## config.mk

```make
export PLATFORM = sky130hd
export DESIGN_NAME = alu_seq_flat
export DESIGN_NICKNAME = d
export VERILOG_FILES = /design/src/rtl/alu_seq_if.sv /design/src/rtl/alu_seq.sv /design/src/flat_wrapper.sv
export SDC_FILE = /design/constraint.sdc
export NUM_CORES = 1
export LEC_CHECK = 0
export ABC_AREA = 0
export CAP_MARGIN = 30
export CORE_MARGIN = 3
export CORE_UTILIZATION = 45
export DETAILED_ROUTE_END_ITERATION = 10
export HOLD_SLACK_MARGIN = 0.02
export PLACE_DENSITY = 0.68
export SLEW_MARGIN = 20
export SYNTH_ARGS = -nofsm -noshare
export SYNTH_HDL_FRONTEND = slang
export SYNTH_SLANG_ARGS = --single-unit
```

## constraint.sdc

```tcl
create_clock -name clk -period 9.8 [get_ports clk]
set_clock_uncertainty 0.1 [all_clocks]
set_input_delay 1.47 -clock clk [delete_from_list [all_inputs] [get_ports clk]]
set_output_delay 1.47 -clock clk [all_outputs]
set_load 0.005 [all_outputs]
```

## src/rtl/alu_seq_if.sv

```systemverilog
// Handshake/result bundle between the control unit (master) and alu_seq (slave).
interface alu_seq_if #(
    parameter int WIDTH = 8
);
    logic             in_valid;
    logic             in_ready;
    logic [2:0]       op;
    logic [WIDTH-1:0] a;
    logic [WIDTH-1:0] b;
    logic             out_valid;
    logic [WIDTH-1:0] result;
    logic [WIDTH-1:0] result_hi;
    logic             flag_c;
    logic             flag_v;
    logic             flag_z;
    logic             flag_n;

    modport master (
        output in_valid, op, a, b,
        input  in_ready, out_valid, result, result_hi, flag_c, flag_v, flag_z, flag_n
    );

    modport slave (
        input  in_valid, op, a, b,
        output in_ready, out_valid, result, result_hi, flag_c, flag_v, flag_z, flag_n
    );
endinterface

```

## src/rtl/alu_seq.sv

```systemverilog
// Registered ALU with C/V/Z/N flag register, carry-chained ADC/SBB and a
// WIDTH-cycle shift-add multiplier behind a valid/ready input handshake.
module alu_seq #(
    parameter  int WIDTH = 8,
    localparam int CNT_W = $clog2(WIDTH)
) (
    input logic      clk,
    input logic      rst_n,
    alu_seq_if.slave alu
);
    localparam logic [2:0] OP_ADD = 3'd0, OP_ADC = 3'd1, OP_SUB = 3'd2, OP_SBB = 3'd3,
                           OP_AND = 3'd4, OP_OR  = 3'd5, OP_XOR = 3'd6, OP_MUL = 3'd7;

    typedef enum logic {S_IDLE, S_MUL} state_e;

    state_e             state_q;
    logic [CNT_W-1:0]   cnt_q;
    logic [WIDTH-1:0]   ma_q, mb_q;
    logic [2*WIDTH-1:0] acc_q, acc_d, step_term;
    logic               out_valid_q;
    logic [WIDTH-1:0]   res_q, res_hi_q;
    logic               c_q, v_q, z_q, n_q;

    logic [WIDTH-1:0]   y;
    logic               cin;
    logic [WIDTH:0]     sum;
    logic [WIDTH-1:0]   alu_r;
    logic               alu_c, alu_v;
    logic               accept;

    assign alu.in_ready  = rst_n & (state_q == S_IDLE);
    assign accept        = alu.in_valid & alu.in_ready;
    assign alu.out_valid = out_valid_q;
    assign alu.result    = res_q;
    assign alu.result_hi = res_hi_q;
    assign alu.flag_c    = c_q;
    assign alu.flag_v    = v_q;
    assign alu.flag_z    = z_q;
    assign alu.flag_n    = n_q;

    // c_q is already the previous op's carry, so back-to-back ADC/SBB chain without a stall.
    always_comb begin
        y   = alu.b;
        cin = 1'b0;
        case (alu.op)
            OP_ADC:  cin = c_q;
            OP_SUB:  begin y = ~alu.b; cin = 1'b1; end
            OP_SBB:  begin y = ~alu.b; cin = c_q;  end
            default: ;
        endcase
        sum   = {1'b0, alu.a} + {1'b0, y} + {{WIDTH{1'b0}}, cin};
        alu_r = sum[WIDTH-1:0];
        alu_c = sum[WIDTH];
        alu_v = (~alu.a[WIDTH-1] & ~y[WIDTH-1] &  sum[WIDTH-1]) |
                ( alu.a[WIDTH-1] &  y[WIDTH-1] & ~sum[WIDTH-1]);
        case (alu.op)
            OP_AND:  begin alu_r = alu.a & alu.b; alu_c = 1'b0; alu_v = 1'b0; end
            OP_OR:   begin alu_r = alu.a | alu.b; alu_c = 1'b0; alu_v = 1'b0; end
            OP_XOR:  begin alu_r = alu.a ^ alu.b; alu_c = 1'b0; alu_v = 1'b0; end
            default: ;
        endcase
    end

    always_comb begin
        step_term = ma_q[cnt_q] ? ({{WIDTH{1'b0}}, mb_q} << cnt_q) : '0;
        acc_d     = acc_q + step_term;
    end

    always_ff @(posedge clk) begin
        if (!rst_n) begin
            state_q     <= S_IDLE;
            cnt_q       <= '0;
            ma_q        <= '0;
            mb_q        <= '0;
            acc_q       <= '0;
            out_valid_q <= 1'b0;
            res_q       <= '0;
            res_hi_q    <= '0;
            c_q         <= 1'b0;
            v_q         <= 1'b0;
            z_q         <= 1'b0;
            n_q         <= 1'b0;
        end else begin
            out_valid_q <= 1'b0;
            case (state_q)
                S_IDLE: begin
                    if (accept) begin
                        if (alu.op == OP_MUL) begin
                            ma_q    <= alu.a;
                            mb_q    <= alu.b;
                            acc_q   <= '0;
                            cnt_q   <= '0;
                            state_q <= S_MUL;
                        end else begin
                            res_q       <= alu_r;
                            res_hi_q    <= '0;
                            c_q         <= alu_c;
                            v_q         <= alu_v;
                            z_q         <= (alu_r == '0);
                            n_q         <= alu_r[WIDTH-1];
                            out_valid_q <= 1'b1;
                        end
                    end
                end
                S_MUL: begin
                    acc_q <= acc_d;
                    cnt_q <= cnt_q + 1'b1;
                    if (cnt_q == CNT_W'(WIDTH-1)) begin
                        res_q       <= acc_d[WIDTH-1:0];
                        res_hi_q    <= acc_d[2*WIDTH-1:WIDTH];
                        c_q         <= |acc_d[2*WIDTH-1:WIDTH];
                        v_q         <= |acc_d[2*WIDTH-1:WIDTH];
                        z_q         <= (acc_d == '0);
                        n_q         <= acc_d[WIDTH-1];
                        out_valid_q <= 1'b1;
                        cnt_q       <= '0;
                        state_q     <= S_IDLE;
                    end
                end
                default: state_q <= S_IDLE;
            endcase
        end
    end
endmodule

```

## src/flat_wrapper.sv

```systemverilog
// flat-port wrapper written by rule: the top's interface ports become plain ports
module alu_seq_flat 
#(
    parameter  int WIDTH = 8,
    localparam int CNT_W = $clog2(WIDTH)
)
  (clk, rst_n, alu_in_valid, alu_op, alu_a, alu_b, alu_in_ready, alu_out_valid, alu_result, alu_result_hi, alu_flag_c, alu_flag_v, alu_flag_z, alu_flag_n);
  alu_seq_if #(.WIDTH(WIDTH)) alu_i ();
  input logic clk;
  input logic rst_n;
  input wire logic [$bits(alu_i.in_valid)-1:0] alu_in_valid;
  input wire logic [$bits(alu_i.op)-1:0] alu_op;
  input wire logic [$bits(alu_i.a)-1:0] alu_a;
  input wire logic [$bits(alu_i.b)-1:0] alu_b;
  output wire logic [$bits(alu_i.in_ready)-1:0] alu_in_ready;
  output wire logic [$bits(alu_i.out_valid)-1:0] alu_out_valid;
  output wire logic [$bits(alu_i.result)-1:0] alu_result;
  output wire logic [$bits(alu_i.result_hi)-1:0] alu_result_hi;
  output wire logic [$bits(alu_i.flag_c)-1:0] alu_flag_c;
  output wire logic [$bits(alu_i.flag_v)-1:0] alu_flag_v;
  output wire logic [$bits(alu_i.flag_z)-1:0] alu_flag_z;
  output wire logic [$bits(alu_i.flag_n)-1:0] alu_flag_n;
  assign alu_i.in_valid = alu_in_valid;
  assign alu_i.op = alu_op;
  assign alu_i.a = alu_a;
  assign alu_i.b = alu_b;
  assign alu_in_ready = alu_i.in_ready;
  assign alu_out_valid = alu_i.out_valid;
  assign alu_result = alu_i.result;
  assign alu_result_hi = alu_i.result_hi;
  assign alu_flag_c = alu_i.flag_c;
  assign alu_flag_v = alu_i.flag_v;
  assign alu_flag_z = alu_i.flag_z;
  assign alu_flag_n = alu_i.flag_n;
  alu_seq #(.WIDTH(WIDTH)) u_core (.clk(clk), .rst_n(rst_n), .alu(alu_i));
endmodule
```

# [After elaboration in Yosys (flattened, before gate mapping)]
# Index checks and enable logic that the tools add are counted.
[totals] ff_bits=57 input_bits=22 output_inout_bits=22 word_cells=100
[op_classes] addsub=4 order_cmp=1 eq_ne=12 shift=1 muxes=46 n_bitwise=15 n_reduce_logical=9
[ops] op="$mux W8" n=7
[ops] op="$mux W16" n=3
[ops] op="$pmux W16 S2" n=1
[ops] op="$pmux W8 S2" n=2
[ops] op="$pmux W8 S3" n=1
[ops] op="$mux W1" n=20
[ops] op="$add A16 B16 Y16" n=1
[ops] op="$logic_not A16 Y1" n=1
[ops] op="$shl A8 B3 Y16" n=1
[ops] op="$eq A3 B3 Y1 const B" n=5
[ops] op="$pmux W1 S2" n=7
[ops] op="$add A8 B8 Y9" n=1
[ops] op="$add A9 B1 Y9" n=1
[ops] op="$mux W3" n=3
[ops] op="$and A8 B8 Y8" n=1
[ops] op="$logic_not A8 Y1" n=1
[ops] op="$not A8 Y8" n=1
[ops] op="$or A8 B8 Y8" n=1
[ops] op="$reduce_or A8 Y1" n=1
[ops] op="$xor A8 B8 Y8" n=1
[ops] op="$and A1 B1 Y1" n=6
[ops] op="$eq A3 B2 Y1 const B" n=2
[ops] op="$ne A2 B2 Y1 const B" n=3
[ops] op="$pmux W3 S2" n=1
[ops] op="other kinds (11)" n=16

# [Logic depth before layout (Yosys ltp)]
[depth] ltp_word=12 depth_mapped=17 ltp_nobuf=14

# [Worst setup path after synthesis]
# OpenSTA, ideal clock, no wires.
[synth_path] kind="input-to-reg" start="input port alu_op[2]" end="register u_core.z_q, in the netlist u_core.alu.flag_z" setup_ns=0.073 arrival_ns=4.046 required_time_ns=9.627 slack_ns=5.580 cell_stages=13 path_buffers=1 path_cell_list="clkbuf_1 > inv_1 > nand2_1 > xnor2_1 > fa_1 > inv_1 > fa_1 > or2_2 > a21oi_1 > o2111ai_1 > nor4_1 > nand4_1 > o211ai_2"
[synth_via] elab_chain_cells=10 word_cells_on_any_way=20 classes_between="add/sub (2); eq/ne (8); mux (6); reduce/logical (4)"
[synth_lines] element="from (decl)" line_no="flat_wrapper.sv:12" text="input wire logic [$bits(alu_i.op)-1:0] alu_op;"
[synth_lines] element="$eq A3 B2 Y1" line_no="alu_seq.sv:45" text="case (alu.op)"
[synth_lines] element="$reduce_or A2 Y1 (no line)"
[synth_lines] element="$mux W8"
[synth_lines] element="$add A8 B8 Y9" line_no="alu_seq.sv:51" text="sum = {1'b0, alu.a} + {1'b0, y} + {{WIDTH{1'b0}}, cin};"
[synth_lines] element="$add A9 B1 Y9" line_no="alu_seq.sv:51"
[synth_lines] element="$pmux W8 S3" line_no="alu_seq.sv:56" text="case (alu.op)"
[synth_lines] element="$logic_not A8 Y1" line_no="alu_seq.sv:99" text="z_q <= (alu_r == '0);"
[synth_lines] element="$mux W1" line_no="alu_seq.sv:88" text="if (alu.op == OP_MUL) begin"
[synth_lines] element="$mux W1" line_no="alu_seq.sv:87" text="if (accept) begin"
[synth_lines] element="$pmux W1 S2" line_no="alu_seq.sv:85" text="case (state_q)"
[synth_lines] element="to (signal assigned)" line_no="alu_seq.sv:99"
[synth_lines] element="to (signal assigned)" line_no="alu_seq.sv:113" text="z_q <= (acc_d == '0);"
[synth_lines] element="to (decl)" line_no="alu_seq.sv:22" text="logic c_q, v_q, z_q, n_q;"
# Parallel ways exist; a longest one is shown, timed or not. The select of a mux whose other input is x is not followed.
# A chain may end at the register's enable or synchronous reset.

# [Worst setup path in the final report]
[layout_path] start="input port alu_op[1]" end="register u_core.z_q, in the netlist u_core.alu.flag_z"
# Same word-level chain as after synthesis.

==> results.md <==
* Worst-Skew Late Latency at 320 ps
* Power Density at 98.4 mW/mm²
* ANT cells at 0
* Synthesized Nets at ~670
* RePlAce Congestion at between 0.9 and 1
* Post-synth EDFFs at 0
* Fmax at just over 200 MHz
* Synth Instances at 602
* Crit-path max FO at 16
* Largest net degree at the start of global routing at slightly below 60
* Grt total ovfl at 0
* Netlist cell types at roughly 70
* Layout cells sized above 1 at approximately 6.3%
* Asr flop ratio synth at 0%
* Worst min path class: reg2reg
* Clock Tree Buf Depth at 2
* Die Y at 108 µm
* Top cells by count, synth: nand2_1 (94), dfxtp_1 (56), nor2_1 (42)
* Chip width at 108 µm
* Relative slew margins at 48.2%
* Worst-path clk slew at around 110 ps
* Net switching power figure at 0.000148 W
* Critical path required time at 9960 ps
* H-tree depth at 2
* Final setup fails at 0
* CTS tree: built
* Hold_buf cts at 0
* Cell taking the most area after synthesis: dfxtp_1
* Post-CTS Resized at 0
* Clock share of power at 31.7%
* Vias at 4364
* Fillers at 977
* Post-route DRC at 0
* Core Region at 0.00991 mm²
* Overall die area at between 0.01 and 0.015 mm²
* Layout area overhead at 12.5%
* Internal power at 0.000369 W
* Hold_ws at 367 ps
* Top cell type's share of synthesized area at between 20 and 25%
* Vias in the first global route at 4075
* Final hold violations at 0
* DP Area at around 0.0051 mm²
* Pre-CTS WS at 4630 ps
* Gate power share at 22.8%
* RSZ-0062 raised after global routing: no
* DR iter-0 viols at between 300 and 400
* Status: completed
* Sequential area share after synthesis at 24.0%
* Maximum VDD drop at approximately 0.063 mV
* Area contributors post-synth: dfxtp_1 (24%), ha_1 (11%), nand2_1 (7.6%)
* Initial antenna violation count at 0
* Fin crit share at 50.1%
* Initial Util at 47.1%
* First-pass GRT wire length at 20900 µm
* Critical path class: in2reg
* Crit start category: input pin
* Max Slew Vio Count at 0
* WL/cell at approximately 17 µm
* Post-route ant nets at 0
* Synth Cell Area at 0.00467 mm²
* Slack of the critical path at 4890 ps
* Switch share at 28.6%
* Leak pwr at 2.00 nW
* FF+latch count, synth at 56
* Clock sink count at 56
* Layout Nets at just under 700
* First-pass DRT Iterations at 5
* Synth warn at 0
* Drt total wl at 12800 µm
* Num CTS Buffers at 5
* Slew of the pin with the lowest slew margin at 775 ps
* Count leader, synth: nand2_1
* Dominant register cell in the synthesized netlist: dfxtp_1
* Mean Syn Cell Area at ~7.8 µm²
* Std-Cell Rows at 36
* DR vias/cell at 5.77
* Final critical-path required period at around 4900 ps
* Hpwl dp at 9860 µm
* Gr usage total at 22.6%
* Design Area, Final at 0.00525 mm²
* I/O pin count at 44
* Maxcap violations at 0
* Worst setup EP type: flop
* Post-CTS setup buffer count at 0
* Share of power burned in registers at 45.5%
* Post-Route Setup TNS at 0 ps
* WP data arrival at 5070 ps
* CTS root buf: clkbuf_8
* PortBufs at 43
-- per-stage QoR --
step / instances / power [W] / utilization (%)
floorplan: 602 / 0.000315 / -
global placement: 747 / 0.000354 / 51.7
detailed placement: 748 / 0.000356 / 51.8
CTS: 756 / 0.000519 / 53.0
global route: 756 / 0.000540 / 53.0
finish: 756 / 0.000517 / 53.0
-- final timing paths --
kind                       end  depth (start not counted)            start  slack, ps
min             u_core.ma_q[2]                          2   u_core.ma_q[2]        370
min reg2reg     u_core.ma_q[2]                          2   u_core.ma_q[2]        370
max reg2reg  u_core.alu.flag_v                         12  u_core.cnt_q[0]       5590
max          u_core.alu.flag_z                         12        alu_op[1]       4890
-- state kept, by name, summed over array words and instances (netlist names), 3 cells and up --
name,count
u_core.mb_q,8
u_core.cnt_q,3
u_core.acc_q,16
u_core.alu.result,8
u_core.alu.result_hi,8
u_core.ma_q,8
-- final cells by class --
| cell class | instances | area, µm² | share of cell area, % |
|---|---|---|---|
| clock buffer | 6 | 82.6 | 1.57 |
| clock inverter | 2 | 38.8 | 0.739 |
| inverter | 32 | 120 | 2.29 |
| multi-input combinational | 479 | 3250 | 62.0 |
| sequential | 56 | 1120 | 21.4 |
| tap | 133 | 166 | 3.17 |
| timing repair buffer | 48 | 468 | 8.91 |
-- cells in the final DEF (no fill, tap or decap), drive strengths merged, types with 18 or more instances in the layout --
master / synthesis / final
a21boi: 33 / 33
a21oi: 31 / 31
clkdlybuf4s50: 0 / 43
dfxtp: 56 / 56
ha: 41 / 41
inv: 32 / 32
nand2: 94 / 94
nor2: 42 / 42
nor2b: 18 / 18
o21ai: 36 / 36
-- critical path, stage by stage --
cell and delay [ps]:
clkdlybuf4s50_1 810, nand2_1 430, xnor2_1 250, fa_1 440
inv_1 80, fa_1 400, or2_2 300, a21oi_1 180
o2111ai_1 130, nor4_1 300, nand4_1 170, o211ai_2 90
-- kinds of logic (layout without fill, tap and decap cells) --
kind of cell / Yosys count / count (layout) / share of synthesized area, %
flip-flops: 56 / 56 / 24.0
AND/OR/NAND/NOR: 222 / 222 / 22.7
adder cells (fa/ha/maj): 44 / 44 / 12.3
AO/OA/AOI/OAI: 179 / 179 / 27.1
buffers and inverters: 67 / 88 / 6.27
XOR/XNOR: 18 / 18 / 3.54
multiplexers: 16 / 16 / 4.08
-- layer usage --
layer  global-route usage, %  routed length (µm)  vias to the layer above
met5                       0                   0                        -
met4                    6.67                 281                        0
met3                    3.42                 714                       21
met2                    36.3                5900                      143
met1                    31.3                5870                     2030
li1                        -                   -                     2170
-- power groups by stage --
stage / Clock, W / Combinational (W) / Sequential, W
finish: 0.000164 / 0.000118 / 0.000235
global route: 0.000174 / 0.000130 / 0.000236
CTS: 0.000168 / 0.000116 / 0.000235
detailed placement: 0 / 0.000116 / 0.000240
global placement: 0 / 0.000114 / 0.000240
floorplan: 0 / 0.0000754 / 0.000239
Note: power is estimated with default switching activity, not from simulation.
